## src/rtl/fetch_unit.sv

```systemverilog
// fetch_unit: instruction fetch stage. Owns the program counter, issues reads
// to the instruction memory, and hands each fetched word with its PC and
// sequential next-PC to decode. A one-entry skid buffer absorbs decode
// backpressure; redirects from execute flush everything fetched so far.
`timescale 1ns/1ps

module fetch_unit #(
  parameter logic [31:0] RESET_PC = 32'h4000_0060
) (
  input  logic        clk,
  input  logic        rst,
  output logic [31:0] imem_address,
  output logic        imem_read,
  input  logic [31:0] imem_rdata,
  input  logic        imem_resp,
  input  logic        stall_i,
  input  logic        redirect_i,
  input  logic [31:0] redirect_pc_i,
  output logic [31:0] instruction_o,
  output logic [31:0] pc_o,
  output logic [31:0] pc_next_o,
  output logic        valid_o
);

  // REQ: request outstanding; FULL: output and skid both occupied, no request;
  // DROP: the in-flight response belongs to a flushed path and is discarded.
  typedef enum logic [1:0] {
    REQ  = 2'd0,
    FULL = 2'd1,
    DROP = 2'd2
  } state_t;

  state_t      state_reg;
  logic [31:0] pc_q;
  logic [31:0] redir_q;
  logic        skid_valid;
  logic [31:0] skid_instr;
  logic [31:0] skid_pc;

  logic [31:0] redirect_target;
  logic [31:0] pc_plus4;
  logic        slot_free;
  logic        unused_redirect_bits;

  // Targets are word aligned: the low two bits of the redirect are dropped.
  assign redirect_target      = {redirect_pc_i[31:2], 2'b00};
  assign unused_redirect_bits = ^redirect_pc_i[1:0];
  assign pc_plus4             = pc_q + 32'd4;
  // The output slot can take a new word when empty or being consumed now.
  assign slot_free            = !valid_o || !stall_i;

  // Request is combinational on state so it drops immediately under reset.
  assign imem_address = pc_q;
  assign imem_read    = ((state_reg == REQ) || (state_reg == DROP)) && !rst;

  // Fetch FSM with registered output slot, skid entry and pending redirect.
  always_ff @(posedge clk) begin
    if (rst) begin
      state_reg     <= REQ;
      pc_q          <= RESET_PC;
      redir_q       <= 32'd0;
      skid_valid    <= 1'b0;
      skid_instr    <= 32'd0;
      skid_pc       <= 32'd0;
      instruction_o <= 32'd0;
      pc_o          <= 32'd0;
      pc_next_o     <= 32'd0;
      valid_o       <= 1'b0;
    end else begin
      case (state_reg)
        REQ: begin
          if (redirect_i) begin
            valid_o <= 1'b0;
            if (imem_resp) begin
              // Response for the old path completes now; restart at target.
              pc_q <= redirect_target;
            end else begin
              // Response still pending: keep the address until it lands.
              redir_q   <= redirect_target;
              state_reg <= DROP;
            end
          end else if (imem_resp && slot_free) begin
            instruction_o <= imem_rdata;
            pc_o          <= pc_q;
            pc_next_o     <= pc_plus4;
            valid_o       <= 1'b1;
            pc_q          <= pc_plus4;
          end else if (imem_resp) begin
            skid_instr <= imem_rdata;
            skid_pc    <= pc_q;
            skid_valid <= 1'b1;
            pc_q       <= pc_plus4;
            state_reg  <= FULL;
          end else if (!stall_i) begin
            valid_o <= 1'b0;
          end
        end

        FULL: begin
          if (redirect_i) begin
            valid_o    <= 1'b0;
            skid_valid <= 1'b0;
            pc_q       <= redirect_target;
            state_reg  <= REQ;
          end else if (!stall_i) begin
            instruction_o <= skid_instr;
            pc_o          <= skid_pc;
            pc_next_o     <= skid_pc + 32'd4;
            valid_o       <= 1'b1;
            skid_valid    <= 1'b0;
            state_reg     <= REQ;
          end
        end

        DROP: begin
          valid_o <= 1'b0;
          if (imem_resp) begin
            pc_q      <= redirect_i ? redirect_target : redir_q;
            state_reg <= REQ;
          end else if (redirect_i) begin
            redir_q <= redirect_target;
          end
        end

        default: begin
          state_reg <= REQ;
          valid_o   <= 1'b0;
        end
      endcase
    end
  end

endmodule

```

## config.mk

```make
export PLATFORM = sky130hd
export DESIGN_NAME = fetch_unit
export DESIGN_NICKNAME = d
export VERILOG_FILES = /design/src/rtl/fetch_unit.sv
export SDC_FILE = /design/constraint.sdc
export NUM_CORES = 1
export LEC_CHECK = 0
export BUFFER_PORTS_ARGS = -buffer_cell sky130_fd_sc_hd__buf_2
export CAP_MARGIN = 20
export CORE_MARGIN = 2
export CORE_UTILIZATION = 52
export CTS_BUF_LIST = sky130_fd_sc_hd__clkbuf_4 sky130_fd_sc_hd__clkbuf_8
export CTS_CLUSTER_DIAMETER = 80
export DETAILED_ROUTE_END_ITERATION = 16
export GPL_ROUTABILITY_DRIVEN = 0
export PLACE_DENSITY_LB_ADDON = 0.12
export SYNTH_ARGS = -nofsm -noshare
export SYNTH_HDL_FRONTEND = slang
export SYNTH_SLANG_ARGS = --single-unit
```

## constraint.sdc

```tcl
create_clock -name clk -period 2 [get_ports clk]
set_clock_uncertainty 0.1 [all_clocks]
set_input_delay 0.1 -clock clk [delete_from_list [all_inputs] [get_ports clk]]
set_output_delay 0.1 -clock clk [all_outputs]
set_load 0.02 [all_outputs]
```

==> out/metrics.cfg, run 1 <==
[status]
outcome = complete, but fails checks
violations = setup timing

[timing]
hold_viol_final = 0
setup_viol = 1
max-slew-margin-rel_pct = 69.7
final.min_clock_period_ps = 2040
worstMarginPinSlew_ps = 452
final_max_slew_viol_count = 0
setup_slack_ps = -40.1
fmax_mhz = 490
post-route-period-util_pct = 102
grt_setup_unrepaired = true
tns_ps = -40.1

[die]
io_pins = 199
die_x_um = 149
coreArea_mm2 = 0.0204
fp.dieH_um = 149
initial_utilization_pct = 53.4
num_rows = 52
die_area_mm2 = 0.0222

[worst_setup_path]
max_stage_delay_ps = 580
cp_top_family = simple AND/OR/NAND/NOR gates
crit_chain = nand4_4, or4_4, or3_4, a21o_1, a32o_1
timing.critical_path.buf_inv = 0
cp_data_required_time_ps = 2320
cp_slowest_cell = or4_4
arrival_ps = 2360
cp-end-kind = register
cp-start-kind = register
crit_fanout = 4
worstSetupPathType = register to register

[finish]
seqCellArea_mm2 = 0.00456
drive_above_1_share_pct = 30.6
area_growth_pct = 39.3
final_cell_area_mm2 = 0.0152
final_cells = 2002
multiInputGateArea_mm2 = 0.00623
diodes = 0
fin_nets = 1778
fillers = 1543

[grt]
grt.overflow.total = 0
grtUsageTotal_pct = 31.1
grt_max_degree = 86
antenna_found_initial = 0
grt_pass1_vias = 10800
grt_pass1_wl_mm = 55.9

[power]
ir_worst_vdd_v = 0.000741
p_per_area_mw_per_mm2 = 851
power_leakage_nw = 6.06

[routing]
routedWlPerCell_um = 18.1
dr.pass1.iters = 7
viasPerCell = 5.79
first_iter_violations = 1120
antenna_left = 0
drcViolationCount = 0
wl_mm = 36.2
vias = 11600

[clock_tree]
clock_latency_ps = 540
clk_pin_slew_ps = 50
cts_tree = yes
cts_sinks = 225
cts_inserted_buffers = 40
ctsLongestPathBuffers = 3
cts-root-buf = clkbuf_8
htree_num_levels = 2

[synthesis]
syn_area_mm2 = 0.0109
synth_cells = 1363
synth.distinct_cells = 66
synthArstFlopShare_pct = 0
synth-seq-cells = 225
synth.avg_cell_area_um2 = 8.00
synth_edf_count = 0
synth_warnings = 0
synth-main-ff-cell = dfxtp_1
yosysSeqAreaShare_pct = 41.3
synth_nets = 1437

[placed_design]
dp_cells = 1860
postPlaceCellArea_mm2 = 0.0132
portBuffers = 196
dp_hpwl_mm = 23.9

[hold_path]
hold_class = input pin to register

[job]
cap_violations = 0

## cells in the mapped netlist, drive strengths merged (7+ instances only)
cell      n  share of area (%)
xnor2    24                1.9
nor2     99                3.4
o211ai   15                1.0
mux2i    73                6.7
and4     11               0.88
dfxtp   225                 41
a21oi   155                7.1
a32o      8               0.73
inv      11               0.38
o21ai    49                2.2
or3       8               0.50
nand3    29                1.3
a211oi   69                4.7
and3     14               0.80
buf      31                1.3
nor3     11               0.60
a31oi     7               0.40
a221o     7               0.64
a22oi     9               0.62
nand2   260                8.9
a21o      9               0.62
clkbuf   98                3.4
xor2     11               0.88
o31a      8               0.64
a221oi    7               0.56
nor4     17                1.1
nand4    23                1.5
## kinds of logic (layout without fill, tap and decap cells)
group / count (synthesis) / after routing / share of synthesized area (%)
and+or+nand+nor: 499 / 499 / 20.7
AOI/OAI and AO/OA: 382 / 382 / 22.5
DFF: 225 / 225 / 41.3
buffers and inverters: 141 / 510 / 5.09
muxes: 76 / 76 / 7.01
xor gates and xnor gates: 35 / 35 / 2.81
adders and majority gates: 5 / 5 / 0.573
## cells in the final DEF (no fill, tap or decap), types with 9 or more instances in the layout
master / n
buf_4: 149
xor2_1: 11
nor2_1: 97
mux2i_1: 72
nor4_1: 10
and3_1: 12
nand2_1: 258
clkbuf_8: 46
dfxtp_2: 9
a211oi_1: 59
a21o_1: 9
nand3_1: 25
a21oi_1: 154
xnor2_1: 24
buf_12: 9
dfxtp_4: 13
a211oi_2: 9
o211ai_1: 15
nand4_1: 22
o21ai_0: 41
dlygate4sd3_1: 64
buf_2: 195
clkbuf_4: 17
dfxtp_1: 203
## path summary, 6_finish.rpt
| path | end | start | slack, ps | cells after the start |
|---|---|---|---|---|
| min reg2reg | pc_next_o[4] | pc_next_o[4] | 350 | 2 |
| max | imem_address[28] | imem_address[15] | -40 | 5 |
| min | valid_o | stall_i | 30 | 4 |
| max reg2reg | imem_address[28] | imem_address[15] | -40 | 5 |
## per-stage QoR
stage | power [mW] | setup slack (ps) | hold slack [ps] | utilization [%]
5_1_grt | 13.5 | -78.7 | 71.1 | 74.4
4_1_cts | 12.8 | -57.4 | 15.4 | 72.8
2_1_floorplan | 6.88 | -122 | 136 | -
3_3_place_gp | 7.94 | -224 | 253 | 64.9
6_report | 12.9 | -40.1 | 26.5 | 74.4
3_5_place_dp | 8.00 | -207 | 258 | 64.9
## metal layers
metal / track usage, % / vias to the layer above / part of all wire (%)
li1: - / 5556 / -
met1: 42.7 / 5466 / 43
met2: 50.1 / 490 / 47
met3: 5.54 / 75 / 8.4
met4: 9.38 / 0 / 2.4
met5: 0 / - / 0
## tightest hold or removal path, delay by kind of cell
kind                   cells  cell delay, ps
AND/OR/NAND/NOR            2             270
buffers and inverters      1             160
AO/OA/AOI/OAI              1              60
## final cells by class
cell class	count	area share, %
clock buffer	63	5.01
clock inverter	7	0.766
inverter	12	0.329
multi-input combinational	997	41.0
sequential	225	30.0
tap	270	2.22
timing repair buffer	428	20.7
## where the power goes
part	total [mW]	internal (mW)	leakage, nW	switching (mW)
sequential	5.01	4.81	1.84	0.195
clock	4.69	2.80	0.464	1.89
combinational	3.23	1.32	3.75	1.91
total	12.9	8.94	6.06	4.00
## what timing repair did
item	in CTS	in global routing
hold buffers	64	0
buffers inserted	3	1
pin swaps	4	11
endpoints found under the setup margin	76	93
gates resized for setup	14	57
endpoints found under the hold margin	128	0
gates cloned	1	3
Power figures use the tool's default switching activity.
==> inputs of run 2 (changes only) <==
CORE_UTILIZATION = 45   (was 52)
clock period = 2.05 ns   (was 2 ns; I/O delays follow)
==> run 2 against run 1 <==
The run still ends with setup timing left. Maximum frequency fell by 1.4%. Clock-buffer cell count up 3. Sequential power is 2% lower. Combinational power shrank 4%. Flip-flop and latch count stayed put.
==> out/metrics.cfg, run 2 (synthesized netlist as in run 1, its figures left out) <==
[worst_setup_path]
crit_chain = ha_4, nand2_4, or4_4, or3_4, a21o_1, a32o_1
reg2regPathDepth = 6  ; +1
cp_data_required_time_ps = 2370  ; +50 ps
cp_slowest_cell = or4_4
crit_fanout = 4  ; unchanged
cp-end-kind = register
max_stage_delay_ps = 460  ; -120 ps
cp-start-kind = register
arrival_ps = 2390  ; +30 ps
worstSetupPathType = register to register

[grt]
grt_pass1_wl_mm = 56.5  ; +1.1%
antenna_found_initial = 0  ; unchanged
grt_max_degree = 81  ; -5.8%
grt_pass1_vias = 10600  ; -2.1%
grtUsageTotal_pct = 26.9  ; -4.2 points
grt.overflow.total = 0  ; unchanged

[die]
io_pins = 199  ; unchanged
initial_utilization_pct = 46.2  ; -7.2 points
die_x_um = 160  ; +7.3%
die_area_mm2 = 0.0255  ; +15%
num_rows = 56  ; +7.7%
fp.dieH_um = 160  ; +7.3%
coreArea_mm2 = 0.0236  ; +16%

[clock_tree]
ctsLongestPathBuffers = 3  ; unchanged
cts_inserted_buffers = 41  ; +2.5%
cts-root-buf = clkbuf_8
cts_tree = yes
clk_pin_slew_ps = 60  ; about the same
clock_latency_ps = 550  ; about the same
htree_num_levels = 2  ; unchanged
cts_sinks = 225  ; unchanged

[routing]
vias = 11300  ; -2.6%
dr.pass1.iters = 8  ; +1
first_iter_violations = 888  ; -21%
drcViolationCount = 0  ; unchanged
wl_mm = 36.1  ; -0.25%
routedWlPerCell_um = 17.7  ; -2.3%
viasPerCell = 5.52  ; -4.6%
antenna_left = 0  ; unchanged

[timing]
worstMarginPinSlew_ps = 880  ; +429 ps
grt_setup_unrepaired = true
max-slew-margin-rel_pct = 41.3  ; -28 points
setup_slack_ps = -18.1  ; +22.1 ps
post-route-period-util_pct = 101  ; -1.1 points
final_max_slew_viol_count = 0  ; unchanged
final.min_clock_period_ps = 2070  ; +27.9 ps
setup_viol = 1  ; unchanged
hold_viol_final = 0  ; unchanged
fmax_mhz = 484  ; -1.4%

[finish]
drive_above_1_share_pct = 29.9  ; -0.69 points
layout_common_cells = nand2_1 (258), dfxtp_1 (203), buf_2 (195), a21oi_1 (150), buf_4 (137)
diodes = 0  ; unchanged
layout_commonest_cell = nand2_1
final_cell_area_mm2 = 0.0152  ; -0.21%
fillers = 2067  ; +34%
fin_nets = 1770  ; -0.45%
area_growth_pct = 39.0

[power]
p_per_area_mw_per_mm2 = 832  ; -2.2%
power_leakage_nw = 5.93  ; -2.2%
ir_worst_vdd_v = 0.000485  ; -35%
power_mw = 12.6  ; -2.4%

[hold_path]
hold_depth = 4  ; unchanged
hold_class = input pin to register

[placed_design]
dp_hpwl_mm = 24.4  ; +2.1%
postPlaceCellArea_mm2 = 0.0132  ; -0.25%
portBuffers = 196  ; unchanged

[status]
violations = setup timing
outcome = complete, but fails checks

[job]
cap_violations = 0  ; unchanged

-- run 2: changes by cell type in the layout (fill, tap and decap cells not counted), sizes merged --
| cell | previous run | this run |
|---|---|---|
| clkinv | 3 | 5 |
| bufinv | 3 | 1 |
| inv | 12 | 11 |
| buf | 360 | 350 |
| bufbuf | 1 | 0 |
| clkbuf | 66 | 70 |
| dlygate4sd3 | 64 | 65 |
-- run 2: what timing repair did --
action / in CTS / in global routing
endpoints found under the hold margin: 127 / 0
endpoints found under the setup margin: 99 / 102
pin swaps: 1 / 6
hold buffers: 65 / 0
gates cloned: 0 / 4
buffers inserted: 1 / 6
gates resized for setup: 14 / 41
-- run 2: path summary, 6_finish.rpt --
path / to / slack (ps) / from
setup / recovery: imem_address[28] / -20 / imem_address[3]
hold / removal: valid_o / 30 / stall_i
setup reg to reg: imem_address[28] / -20 / imem_address[3]
hold reg to reg: redir_q[7] / 350 / redir_q[7]
-- run 2: per-layer routing --
metal | GRT usage [%] | share of wire (%) | vias up
li1 | - | - | 5541
met1 | 37.3 | 45 | 5321
met2 | 43.3 | 46 | 375
met3 | 4.13 | 6.6 | 49
met4 | 7.60 | 2.1 | 0
met5 | 0 | 0 | -
-- run 2: through the flow --
| step | TNS [ps] | worst slack [ps] | cells | hold WS (ps) | utilization (%) |
|---|---|---|---|---|---|
| floorplan | -76.9 | -76.9 | 1363 | 138 | - |
| global route | -102 | -47.6 | 2044 | 36.8 | 64.2 |
| finish | -18.1 | -18.1 | 2044 | 34.6 | 64.2 |
| global placement | -525 | -136 | 1896 | 255 | 56.0 |
| detailed placement | -6010 | -217 | 1896 | 261 | 56.0 |
| CTS | -15.7 | -12.6 | 2034 | 2.96 | 62.8 |
-- run 2: power breakdown --
group	switching, mW	total (mW)	internal (mW)	leakage, nW
clock	1.90	4.62	2.72	0.479
sequential	0.198	4.89	4.70	1.84
combinational	1.82	3.11	1.29	3.60
total	3.92	12.6	8.70	5.93
-- run 2: area by class of cell --
cell class              count  area [um^2]  area share, %
inverters                  12         47.5          0.314
multi-input cells         997         6150           40.5
well taps                 319          399           2.63
flip-flops and latches    225         4560           30.1
repair buffers            419         3100           20.5
clock inverters             6         68.8          0.454
clock buffers              66          840           5.54
-- run 2: critical path, delay by kind of cell, from the launching register on --
family | cells | cell delay [ps]
DFF | 1 | 360
and+or+nand+nor | 3 | 940
AOI/OAI and AO/OA | 2 | 410
adders and majority gates | 1 | 140
